$ cat config.mk
export PLATFORM = sky130hd
export DESIGN_NAME = fwd_hazard_unit
export DESIGN_NICKNAME = d
export VERILOG_FILES = /design/src/rtl/fwd_hazard_unit.sv
export SDC_FILE = /design/constraint.sdc
export NUM_CORES = 1
export LEC_CHECK = 0
export ABC_AREA = 1
export CELL_PAD_IN_SITES_DETAIL_PLACEMENT = 1
export CELL_PAD_IN_SITES_GLOBAL_PLACEMENT = 2
export CORE_MARGIN = 1
export CORE_UTILIZATION = 29
export CTS_CLUSTER_DIAMETER = 60
export CTS_CLUSTER_SIZE = 16
export DETAILED_ROUTE_END_ITERATION = 12
export GPL_TIMING_DRIVEN = 0
export PLACE_DENSITY = 0.81
export REMOVE_ABC_BUFFERS = 1
export SYNTH_ARGS = -nofsm -noshare
export SYNTH_HDL_FRONTEND = slang
export SYNTH_SLANG_ARGS = --single-unit
$ cat constraint.sdc
create_clock -name clk -period 2.5 [get_ports clk]
set_clock_uncertainty 0.1 [all_clocks]
set_input_delay 0.5 -clock clk [delete_from_list [all_inputs] [get_ports clk]]
set_output_delay 0.5 -clock clk [all_outputs]
set_load 0.01 [all_outputs]
$ cat src/rtl/fwd_hazard_unit.sv
// Forwarding-select and load-use stall unit beside the EX-stage ALU operand muxes.
// Define FWD_STALL_CNT_EN to build the saturating 16-bit stall counter; otherwise stall_cnt is tied to zero.
module fwd_hazard_unit #(
  parameter int REG_AW    = 5,
  parameter int FWD_DEPTH = 2,
  parameter int SEL_W     = $clog2(FWD_DEPTH + 1)
) (
  input  logic              clk,
  input  logic              rst_n,
  input  logic              adv,
  input  logic              flush,
  input  logic              dec_valid,
  input  logic [REG_AW-1:0] dec_rs,
  input  logic [REG_AW-1:0] dec_rt,
  input  logic [REG_AW-1:0] dec_rd,
  input  logic              dec_regwrite,
  input  logic              dec_memread,
  output logic [SEL_W-1:0]  fwd_sel_a,
  output logic [SEL_W-1:0]  fwd_sel_b,
  output logic              stall,
  output logic [15:0]       stall_cnt
);

  logic              exValid_p0;
  logic [REG_AW-1:0] exRs_p0;
  logic [REG_AW-1:0] exRt_p0;
  logic [REG_AW-1:0] exRd_p0;
  logic              exRegwrite_p0;
  logic              exMemread_p0;

  logic [FWD_DEPTH-1:0]             dstValid_p1;
  logic [FWD_DEPTH-1:0][REG_AW-1:0] dstRd_p1;

  logic loadUse;
  logic lateHaz;
  logic lateHold;

  // Lowest matching stage index is the youngest producer, so it must win.
  function automatic logic [SEL_W-1:0] fwdSelect(
    input logic [REG_AW-1:0]              src,
    input logic [FWD_DEPTH-1:0]             vld,
    input logic [FWD_DEPTH-1:0][REG_AW-1:0] rd
  );
    logic [SEL_W-1:0] sel;
    sel = '0;
    for (int k = FWD_DEPTH - 1; k >= 0; k--) begin
      if (vld[k] && (rd[k] == src) && (src != '0)) sel = SEL_W'(k + 1);
    end
    return sel;
  endfunction

  function automatic logic [15:0] satInc16(input logic [15:0] val);
    return (val == 16'hFFFF) ? val : val + 16'd1;
  endfunction

  assign loadUse = dec_valid && exValid_p0 && exRegwrite_p0 && exMemread_p0 &&
                   (exRd_p0 != '0) && ((exRd_p0 == dec_rs) || (exRd_p0 == dec_rt));

  // With a single tracked stage the loaded value is not forwardable from dst[0],
  // so the EX instruction waits in place until the load leaves the window.
  generate
    if (FWD_DEPTH == 1) begin : gLateLoad
      logic dst0Memread_p1;

      always_ff @(posedge clk or negedge rst_n) begin
        if (!rst_n) begin
          dst0Memread_p1 <= 1'b0;
        end else if (adv) begin
          dst0Memread_p1 <= lateHold ? 1'b0 : exMemread_p0;
        end
      end

      assign lateHaz = exValid_p0 && dstValid_p1[0] && dst0Memread_p1 &&
                       (dstRd_p1[0] != '0) &&
                       ((dstRd_p1[0] == exRs_p0) || (dstRd_p1[0] == exRt_p0));
    end else begin : gNoLateLoad
      assign lateHaz = 1'b0;
    end
  endgenerate

  assign lateHold = lateHaz && !flush;
  assign stall    = (loadUse || lateHaz) && !flush;

  assign fwd_sel_a = exValid_p0 ? fwdSelect(exRs_p0, dstValid_p1, dstRd_p1) : '0;
  assign fwd_sel_b = exValid_p0 ? fwdSelect(exRt_p0, dstValid_p1, dstRd_p1) : '0;

  // Stage p0: EX slot; stage p1: downstream destination tracking
  always_ff @(posedge clk or negedge rst_n) begin
    if (!rst_n) begin
      exValid_p0    <= 1'b0;
      exRs_p0       <= '0;
      exRt_p0       <= '0;
      exRd_p0       <= '0;
      exRegwrite_p0 <= 1'b0;
      exMemread_p0  <= 1'b0;
      dstValid_p1   <= '0;
      dstRd_p1      <= '0;
    end else if (adv) begin
      for (int i = FWD_DEPTH - 1; i >= 1; i--) begin
        dstValid_p1[i] <= dstValid_p1[i-1];
        dstRd_p1[i]    <= dstRd_p1[i-1];
      end
      if (lateHold) begin
        dstValid_p1[0] <= 1'b0;
        dstRd_p1[0]    <= '0;
      end else begin
        dstValid_p1[0] <= exValid_p0 && exRegwrite_p0;
        dstRd_p1[0]    <= exRd_p0;
      end

      if (!lateHold) begin
        if (stall || flush) begin
          exValid_p0    <= 1'b0;
          exRs_p0       <= '0;
          exRt_p0       <= '0;
          exRd_p0       <= '0;
          exRegwrite_p0 <= 1'b0;
          exMemread_p0  <= 1'b0;
        end else begin
          exValid_p0    <= dec_valid;
          exRs_p0       <= dec_rs;
          exRt_p0       <= dec_rt;
          exRd_p0       <= dec_rd;
          exRegwrite_p0 <= dec_regwrite;
          exMemread_p0  <= dec_memread;
        end
      end
    end
  end

`ifdef FWD_STALL_CNT_EN
  logic [15:0] stallCnt_p1;

  always_ff @(posedge clk or negedge rst_n) begin
    if (!rst_n) begin
      stallCnt_p1 <= 16'h0000;
    end else if (stall && adv) begin
      stallCnt_p1 <= satInc16(stallCnt_p1);
    end
  end

  assign stall_cnt = stallCnt_p1;
`else
  assign stall_cnt = 16'h0000;
`endif

endmodule

# Yosys cells after proc, flatten, opt, wreduce, memory -nomap -nowiden
# Index checks and enable logic that the tools add are counted.
[totals]
regBits = 30
word_cells = 48
output_inout_bits = 21
inputBits = 22
[op_classes]
n_eq_ne = 6
mux = 12
reduce_logical = 21
[op_table]
columns = ["operator", "count"]
rows = [
  ["$eq 5x5->1", 6],
  ["$logic_and 1x1->1", 15],
  ["$mux 5", 3],
  ["$reduce_bool 5->1", 3],
  ["$mux 2", 6],
  ["$mux 1", 3],
  ["$logic_or 1x1->1", 2],
  ["$logic_not 1->1", 1],
]

# Longest topological paths before layout
# Gate-level depths: netlist of run 1.
[logic_depth]
depth_word = 8
depth_mapped = 10
depth_no_buf = 9

# Least setup slack after synthesis of run 1
# Ideal clock, no wire load.
[synth_timing]
kind = "input to output"
startpoint = "input port dec_rt[4]"
endpoint = "output port stall"
n_path_buf = 1
setup_slack_ns = 0.660
required_ns = 1.900
arrival_time_ns = 1.240
cell_stages = 9
cell_sequence = "inv_1 nand2_1 nand2_1 nor2_1 nand3_1 nand2_2 nand2_4 buf_6 nor2_1"
[synth_via]
elab_chain_cells = 4
[synth_rtl]
columns = ["element", "line_no", "text"]
rows = [
  ["start: declaration", "14", "input logic [REG_AW-1:0] dec_rt,"],
  ["$eq 5x5->1", "57", "(exRd_p0 != '0) && ((exRd_p0 == dec_rs) || (exRd_p0 == dec_rt));"],
  ["$logic_or 1x1->1", "57", ""],
  ["$logic_and 1x1->1", "57", ""],
  ["$logic_and 1x1->1", "82", "assign stall = (loadUse || lateHaz) && !flush;"],
  ["end: declaration", "20", "output logic stall,"],
]
# Every way passes these cells.

# Worst setup path after layout of run 1
[layout_timing]
startpoint = "input port dec_rt[3]"
endpoint = "output port stall"
# The elaborated chain is that of the path after synthesis.

==> qor.log, run 1 <==
qor: run_status.status complete, but fails checks
qor: drt.first_iter_violations 48
qor: synth.syn_area 1970 um^2
qor: timing.timing_max_transition_violations_final 0
qor: worst_setup_path.critical_path.startpoint dec_rt[3]
qor: worst_setup_path.startpoint_type primary input
qor: synth.seq_area_frac_synth 0.382
qor: clock_tree.cts.path.max_buffers 2
qor: die.die_area 7120 um^2
qor: worst_setup_path.worst_ep_arrival_time 1770 ps
qor: timing.max_freq 0.423 GHz
qor: grt.grt_pass1_vias 1,732
qor: die.floorplan.initialDensity 0.305
qor: power.report.power.total 1.22 mW
qor: grt.globalRoute.totalOverflow 0
qor: worst_setup_path.worst-path-stages 7
qor: timing.worstMarginPinSlew 772 ps
qor: clock_tree.clkTransAtPathRegs 60 ps
qor: final_layout.layout.core_utilization 0.367
qor: synth.average_cell_area_after_synthesis 6.76 um^2
qor: clock_tree.postCtsHoldBufs 0
qor: drt.routed_wirelength 4.89 mm
qor: timing.worst_slack 133 ps
qor: worst_hold_path.worstHoldPathType in2async
qor: timing.finalSetupViolCount 0
qor: die.num_rows 29
qor: place.gpl.final_weighted_congestion 0.784
qor: grt.track_usage 0.150
qor: final_layout.final_layout_size_suffix_gt1_frac 0.0849
qor: power.power_per_cell_area 513 nW/um^2
qor: worst_setup_path.critPathMaxStageDelay 510 ps
qor: timing.rsz0062_at_grt no
qor: worst_setup_path.cp_top_family buffers and inverters
qor: worst_setup_path.timing.critical_path.to stall
qor: worst_setup_path.regToRegSetupSlack 810 ps
qor: worst_setup_path.critical_path_peak_fanout 2
qor: clock_tree.insertion_delay 280 ps
qor: synth.post_synth_inst_count 291
qor: clock_tree.htree_levels 2
qor: job.max_cap_viol_count 0
qor: synth.synth_warnings 0
qor: drt.via_per_inst 4.41
qor: synth.ys_seq_elements 30
qor: die.num_io_pins 43
qor: clock_tree.cts_buf_count 5
qor: worst_setup_path.worstPathCellList clkdlybuf4s50_1, xnor2_1, nand3_1, nand2_2, nand2_8, nor2_1, clkdlybuf4s15_2
qor: clock_tree.clock_sinks 30
qor: timing.timing.slew.headroom 0.485
qor: place.dp_slack -690 ps
qor: die.die_h 84.4 um
qor: timing.hold_viol_final 0
qor: place.detailed_place_hpwl 3.51 mm
qor: worst_setup_path.critical_path.slowest_cell sky130_fd_sc_hd__clkdlybuf4s50_1
qor: die.die_width 84.4 um
qor: timing.setup_total_negative_slack 0 ps
qor: place.placed_area 2210 um^2
qor: final_layout.design_area 2370 um^2
qor: power.p_leak 1.42 nW
qor: timing.final.period_utilization 0.947
qor: worst_setup_path.worstSetupEndpointType output pin
qor: grt.grt_first_pass_wirelength 8.30 mm
qor: clock_tree.tritoncts done
qor: grt.pin_count_of_the_biggest_net_entering_global_routing 37
qor: drt.wl_per_cell 12.4 um
qor: final_layout.n_antenna_cell 0
qor: final_layout.net_count_of_the_finished_layout 339
qor: power.ir_drop 215 uV
qor: worst_setup_path.worstPathBufferInverterCount 2
qor: clock_tree.cts.root.buffer_cell sky130_fd_sc_hd__clkbuf_8
qor: drt.count_of_antenna_violating_nets_left_after_detailed_routing 0
qor: worst_setup_path.rr_worst_depth 10
qor: final_layout.synthToLayoutAreaGrowth 20.7%
qor: run_status.failed_checks DRC
qor: synth.netlist-cell-type-count 25
qor: drt.drc_errors 6
qor: drt.num_vias 1,743
qor: worst_setup_path.critical_path_required 1900 ps
qor: worst_setup_path.r2r_start exRd_p0[0]$_DFFE_PN0P_
qor: grt.antenna_violations_before_repair 0
qor: timing.fin_crit 2370 ps
qor: worst_setup_path.criticalPathCategory in2out
qor: place.port_buffers 26
qor: worst_setup_path.worstReg2RegEnd exRt_p0[0]$_DFFE_PN0P_
qor: die.fp.coreArea 6460 um^2
qor: drt.first_pass_iteration_count_of_the_detailed_router 8
## cells by family (layout without fill, tap and decap cells)
family,count (synthesis),count (layout),synth area share
AND/OR/NAND/NOR,160,160,0.344
flip-flops,30,30,0.382
other,1,16,0.00191
XOR/XNOR,11,11,0.0490
AO/OA/AOI/OAI,19,19,0.0528
buffers and inverters,70,82,0.170
## metal layers
layer | wire length, um | part of all wire | track usage | vias up
met2 | 2350 | 0.48 | 0.254 | 30
li1 | - | - | - | 908
met3 | 144 | 0.029 | 0.0305 | 7
met5 | 0 | 0 | 0 | -
met1 | 2330 | 0.48 | 0.192 | 798
met4 | 61 | 0.012 | 0.0493 | 0
## cells in the mapped netlist (all sizes together)
cell type | n | share of area
o21ai | 11 | 0.028
buf | 19 | 0.073
xnor2 | 7 | 0.031
nor2b | 1 | 0.0032
a21oi | 3 | 0.0076
nor2 | 20 | 0.038
nor3 | 5 | 0.013
clkinv | 1 | 0.0019
nand2 | 106 | 0.21
clkbuf | 5 | 0.0095
dfrtp | 30 | 0.38
nand4 | 4 | 0.013
nand3b | 1 | 0.0038
conb | 1 | 0.0019
o22ai | 3 | 0.0095
nand3 | 23 | 0.066
o211ai | 2 | 0.0076
xor2 | 4 | 0.018
inv | 45 | 0.086
## worst min-delay path by stage
stage | end | from | slack [ps]
2_1_floorplan | dstRd_p1[0]$_DFFE_PN0P_ | rst_n | 100
3_3_place_gp | dstValid_p1[1]$_DFFE_PN0P_ | dstValid_p1[1]$_DFFE_PN0P_ | 360
3_5_place_dp | dstValid_p1[1]$_DFFE_PN0P_ | dstValid_p1[1]$_DFFE_PN0P_ | 360
4_1_cts | exRs_p0[4]$_DFFE_PN0P_ | rst_n | 180
5_1_grt | exRs_p0[4]$_DFFE_PN0P_ | rst_n | 200
6_report | exRs_p0[4]$_DFFE_PN0P_ | rst_n | 160
## layout by cell type (no fill, tap or decap), types with 3 or more instances in the layout
master                            instances
sky130_fd_sc_hd__xnor2_1                  7
sky130_fd_sc_hd__nor2_1                  18
sky130_fd_sc_hd__o21ai_0                 11
sky130_fd_sc_hd__clkbuf_8                 6
sky130_fd_sc_hd__nand4_1                  4
sky130_fd_sc_hd__nand2_1                104
sky130_fd_sc_hd__inv_2                    4
sky130_fd_sc_hd__o22ai_1                  3
sky130_fd_sc_hd__clkdlybuf4s50_1         11
sky130_fd_sc_hd__conb_1                  16
sky130_fd_sc_hd__dlymetal6s2s_1          11
sky130_fd_sc_hd__dfrtp_1                 28
sky130_fd_sc_hd__nor3_1                   3
sky130_fd_sc_hd__nand3_2                  3
sky130_fd_sc_hd__nand3_1                 20
sky130_fd_sc_hd__a21oi_1                  3
sky130_fd_sc_hd__xor2_1                   4
sky130_fd_sc_hd__inv_1                   41
## layout make-up
type	count	area (um^2)
Clock buffer	7	86.3
Tap cell	77	96.3
Sequential cell	30	753
Inverter	46	173
Multi-Input combinational cell	206	961
Clock inverter	1	5.00
Fill cell	845	4090
Timing Repair Buffer	28	299
## stage by stage
step,hold WS (ps),std cells
finish,158,395
global route,202,395
CTS,182,395
floorplan,104,282
global placement,359,385
detailed placement,359,385
## flip-flops by register name, indices dropped and copies added (netlist names)
| signal | cells |
|---|---|
| exRegwrite_p0 | 1 |
| exValid_p0 | 1 |
| exRd_p0 | 5 |
| dstRd_p1 | 10 |
| exMemread_p0 | 1 |
| exRt_p0 | 5 |
| exRs_p0 | 5 |
| dstValid_p1 | 2 |
## power by group
part           leakage, nW  internal, mW  switching, mW
clock network       0.0482         0.222          0.178
logic                0.983         0.100          0.141
registers            0.391         0.527         0.0513
## what timing repair did
item / CTS / global route
pin swaps: 3 / 4
hold endpoints to repair: 0 / 0
setup endpoints to repair: 26 / 4
gates resized for setup: 11 / 15
buffers inserted: 2 / 0
Note: power is estimated with default switching activity, not from simulation.
==> inputs of run 2 (changes only) <==
--- a/config.mk
+++ b/config.mk
@@ -9,12 +9,12 @@
 export CELL_PAD_IN_SITES_DETAIL_PLACEMENT = 1
 export CELL_PAD_IN_SITES_GLOBAL_PLACEMENT = 2
 export CORE_MARGIN = 1
-export CORE_UTILIZATION = 29
+export CORE_UTILIZATION = 25
 export CTS_CLUSTER_DIAMETER = 60
 export CTS_CLUSTER_SIZE = 16
 export DETAILED_ROUTE_END_ITERATION = 12
 export GPL_TIMING_DRIVEN = 0
-export PLACE_DENSITY = 0.81
+export PLACE_DENSITY = 0.74
 export REMOVE_ABC_BUFFERS = 1
 export SYNTH_ARGS = -nofsm -noshare
 export SYNTH_HDL_FRONTEND = slang
==> constraint.sdc (replaced) <==
create_clock -name clk -period 1.9 [get_ports clk]
set_clock_uncertainty 0.1 [all_clocks]
set_input_delay 0.38 -clock clk [delete_from_list [all_inputs] [get_ports clk]]
set_output_delay 0.38 -clock clk [all_outputs]
set_load 0.01 [all_outputs]
==> qor.log, run 2 (synthesis results as in run 1) <==
qor: clock_tree.cts_buf_count 5 [unchanged]
qor: worst_setup_path.critical_path.startpoint dec_rt[3] [unchanged]
qor: worst_setup_path.critPathMaxStageDelay 500 ps [was 510 ps]
qor: drt.num_vias 1,859 [was 1,743]
qor: run_status.status complete, but fails checks [unchanged]
qor: timing.max_freq 0.504 GHz
qor: job.max_cap_viol_count 0 [unchanged]
qor: grt.grt_first_pass_wirelength 9.16 mm [was 8.30 mm]
qor: final_layout.synthToLayoutAreaGrowth 31.0% [was 20.7%]
qor: power.p_leak 1.41 nW [was 1.42 nW]
qor: timing.final.period_utilization 1.04
qor: timing.timing_max_transition_violations_final 0 [unchanged]
qor: die.num_rows 31 [was 29]
qor: power.power_report.internal_total 1.18 mW [was 848 uW]
qor: grt.antenna_violations_before_repair 0 [unchanged]
qor: worst_setup_path.critical_path.slowest_cell sky130_fd_sc_hd__clkdlybuf4s50_1 [unchanged]
qor: clock_tree.tritoncts done [unchanged]
qor: clock_tree.cts.path.max_buffers 2 [unchanged]
qor: worst_setup_path.critical_path_peak_fanout 2 [unchanged]
qor: drt.first_iter_violations 102 [was 48]
qor: grt.pin_count_of_the_biggest_net_entering_global_routing 37 [unchanged]
qor: drt.via_per_inst 4.23 [was 4.41]
qor: clock_tree.htree_levels 2 [unchanged]
qor: place.dp.cells 407 [was 385]
qor: die.die_h 90.7 um [was 84.4 um]
qor: power.ir_drop 340 uV [was 215 uV]
qor: timing.hold_viol_final 0 [unchanged]
qor: drt.count_of_antenna_violating_nets_left_after_detailed_routing 0 [unchanged]
qor: final_layout.largest-register dstRd_p1 [unchanged]
qor: final_layout.mostFrequentLayoutCells sky130_fd_sc_hd__nand2_1 (102), sky130_fd_sc_hd__inv_1 (34), sky130_fd_sc_hd__nand3_1 (19), sky130_fd_sc_hd__dfrtp_1 (19), sky130_fd_sc_hd__buf_4 (19) [was sky130_fd_sc_hd__nand2_1 (104), sky130_fd_sc_hd__inv_1 (41), sky130_fd_sc_hd__dfrtp_1 (28)]
qor: place.detailed_place_hpwl 3.59 mm [was 3.51 mm]
qor: die.fp.coreArea 7450 um^2 [was 6460 um^2]
qor: timing.setup_total_negative_slack -281 ps [was 0 ps]
qor: grt.track_usage 0.139 [was 0.150]
qor: clock_tree.cts.root.buffer_cell sky130_fd_sc_hd__clkbuf_8 [unchanged]
qor: timing.fin_crit 1980 ps
qor: timing.finalSetupViolCount 5 [was 0]
qor: worst_hold_path.worstHoldPathType in2async [unchanged]
qor: timing.worstMarginPinSlew 739 ps [was 772 ps]
qor: worst_setup_path.criticalPathCategory in2out [unchanged]
qor: timing.timing.slew.headroom 0.508 [was 0.485]
qor: die.die_area 8230 um^2 [was 7120 um^2]
qor: power.power_per_cell_area 658 nW/um^2 [was 513 nW/um^2]
qor: final_layout.n_antenna_cell 0 [unchanged]
qor: final_layout.layout.core_utilization 0.346 [was 0.367]
qor: grt.grt_pass1_vias 1,894 [was 1,732]
qor: place.port_buffers 26 [unchanged]
qor: place.gpl.final_weighted_congestion 0.761 [was 0.784]
qor: power.power.clock.fraction 0.312 [was 0.328]
qor: worst_setup_path.startpoint_type primary input [unchanged]
qor: power.report.power.total 1.70 mW [was 1.22 mW]
qor: drt.routed_wirelength 5.49 mm [was 4.89 mm]
qor: drt.wl_per_cell 12.5 um [was 12.4 um]
qor: worst_setup_path.worstSetupEndpointType output pin [unchanged]
qor: run_status.failed_checks setup timing [was DRC]
qor: power.switching_power 521 uW [was 370 uW]
qor: die.num_io_pins 43 [unchanged]
qor: worst_setup_path.worstPathCellList clkdlybuf4s50_1, xnor2_1, nand3_1, nand2_2, nand2_8, nor2_4, buf_6 [was clkdlybuf4s50_1, xnor2_1, nand3_1, nand2_2, nand2_8, nor2_1, clkdlybuf4s15_2]
qor: drt.drc_errors 0 [was 6]
qor: die.floorplan.initialDensity 0.264 [was 0.305]
qor: final_layout.instances_no_fill 439 [was 395]
qor: grt.globalRoute.totalOverflow 0 [unchanged]
qor: clock_tree.insertion_delay 270 ps [was 280 ps]
qor: clock_tree.clkTransAtPathRegs 60 ps [about the same]
qor: die.die_width 90.7 um [was 84.4 um]
qor: final_layout.net_count_of_the_finished_layout 361 [was 339]
qor: worst_setup_path.r2r_start exRd_p0[0]$_DFFE_PN0P_ [unchanged]
qor: worst_setup_path.cp_top_family buffers and inverters [unchanged]
qor: power.seq_power_share 0.449 [was 0.474]
qor: power.swShare 0.307 [was 0.304]
qor: worst_setup_path.worst_ep_arrival_time 1500 ps [was 1770 ps]
qor: worst_setup_path.worstPathBufferInverterCount 2 [unchanged]
qor: final_layout.mostFrequentLayoutCell sky130_fd_sc_hd__nand2_1 [unchanged]
qor: timing.worst_slack -84.0 ps [was 133 ps]
qor: final_layout.final_layout_size_suffix_gt1_frac 0.229 [was 0.0849]
qor: drt.first_pass_iteration_count_of_the_detailed_router 4 [was 8]
qor: clock_tree.clock_sinks 30 [unchanged]
qor: timing.rsz0062_at_grt yes [was no]
qor: power.combPwrFrac 0.239 [was 0.198]
qor: timing.fin_hold_ws 53.4 ps [was 158 ps]
qor: worst_setup_path.critical_path_required 1420 ps [was 1900 ps]
qor: final_layout.largest_register_ff_count 10 [unchanged]
## run 2: cell count changes in the layout (fill, tap and decap cells not counted), sizes merged
cell | previous run | this run
clkdlybuf4s15 | 2 | 0
buf | 3 | 30
clkinvlp | 0 | 2
dlygate4sd2 | 1 | 8
inv | 45 | 44
dlymetal6s2s | 11 | 0
## run 2: power by group through the flow
stage / Clock [mW] / Sequential, mW / Combinational (mW)
detailed placement: 0 / 0.772 / 0.319
global route: 0.570 / 0.771 / 0.462
CTS: 0.550 / 0.760 / 0.366
floorplan: 0 / 0.751 / 0.199
finish: 0.530 / 0.761 / 0.405
global placement: 0 / 0.771 / 0.313
## run 2: layout make-up
cell class | count | area, um^2
Sequential cell | 30 | 764
Clock inverter | 1 | 5.00
Fill cell | 955 | 4870
Timing Repair inverter | 1 | 7.51
Multi-Input combinational cell | 206 | 1000
Inverter | 46 | 179
Timing Repair Buffer | 49 | 409
Tap cell | 99 | 124
Clock buffer | 7 | 86.3
## run 2: what timing repair did
action | in CTS | in global routing
buffers inserted | 14 | 9
gates resized for setup | 52 | 22
setup endpoints to repair | 35 | 28
cloned | 0 | 1
hold buffers | 0 | 0
pin swaps | 16 | 19
## run 2: per-layer routing
metal | wire length (um) | share of wire | GRT usage
met1 | 2540 | 0.46 | 0.179
met2 | 2760 | 0.50 | 0.246
met3 | 152 | 0.028 | 0.0244
met4 | 27 | 0.0049 | 0.0242
met5 | 0 | 0 | 0
## run 2: stage by stage
| stage | cell area, um^2 | worst slack [ps] |
|---|---|---|
| 4_1_cts | 2450 | -114 |
| 5_1_grt | 2580 | -192 |
| 3_3_place_gp | 2240 | -1200 |
| 3_5_place_dp | 2240 | -1180 |
| 6_report | 2580 | -84.0 |
| 2_1_floorplan | 1860 | 323 |
## run 2: worst paths after layout
path	to	slack [ps]	depth (start not counted)
max	stall	-80	7
min	exRd_p0[4]$_DFFE_PN0P_	50	1
max reg2reg	exRt_p0[0]$_DFFE_PN0P_	240	10
min reg2reg	exRegwrite_p0$_DFFE_PN0P_	390	2
max in group asynchronous	exRs_p0[0]$_DFFE_PN0P_	1150	1
min in group clk	exRegwrite_p0$_DFFE_PN0P_	390	2
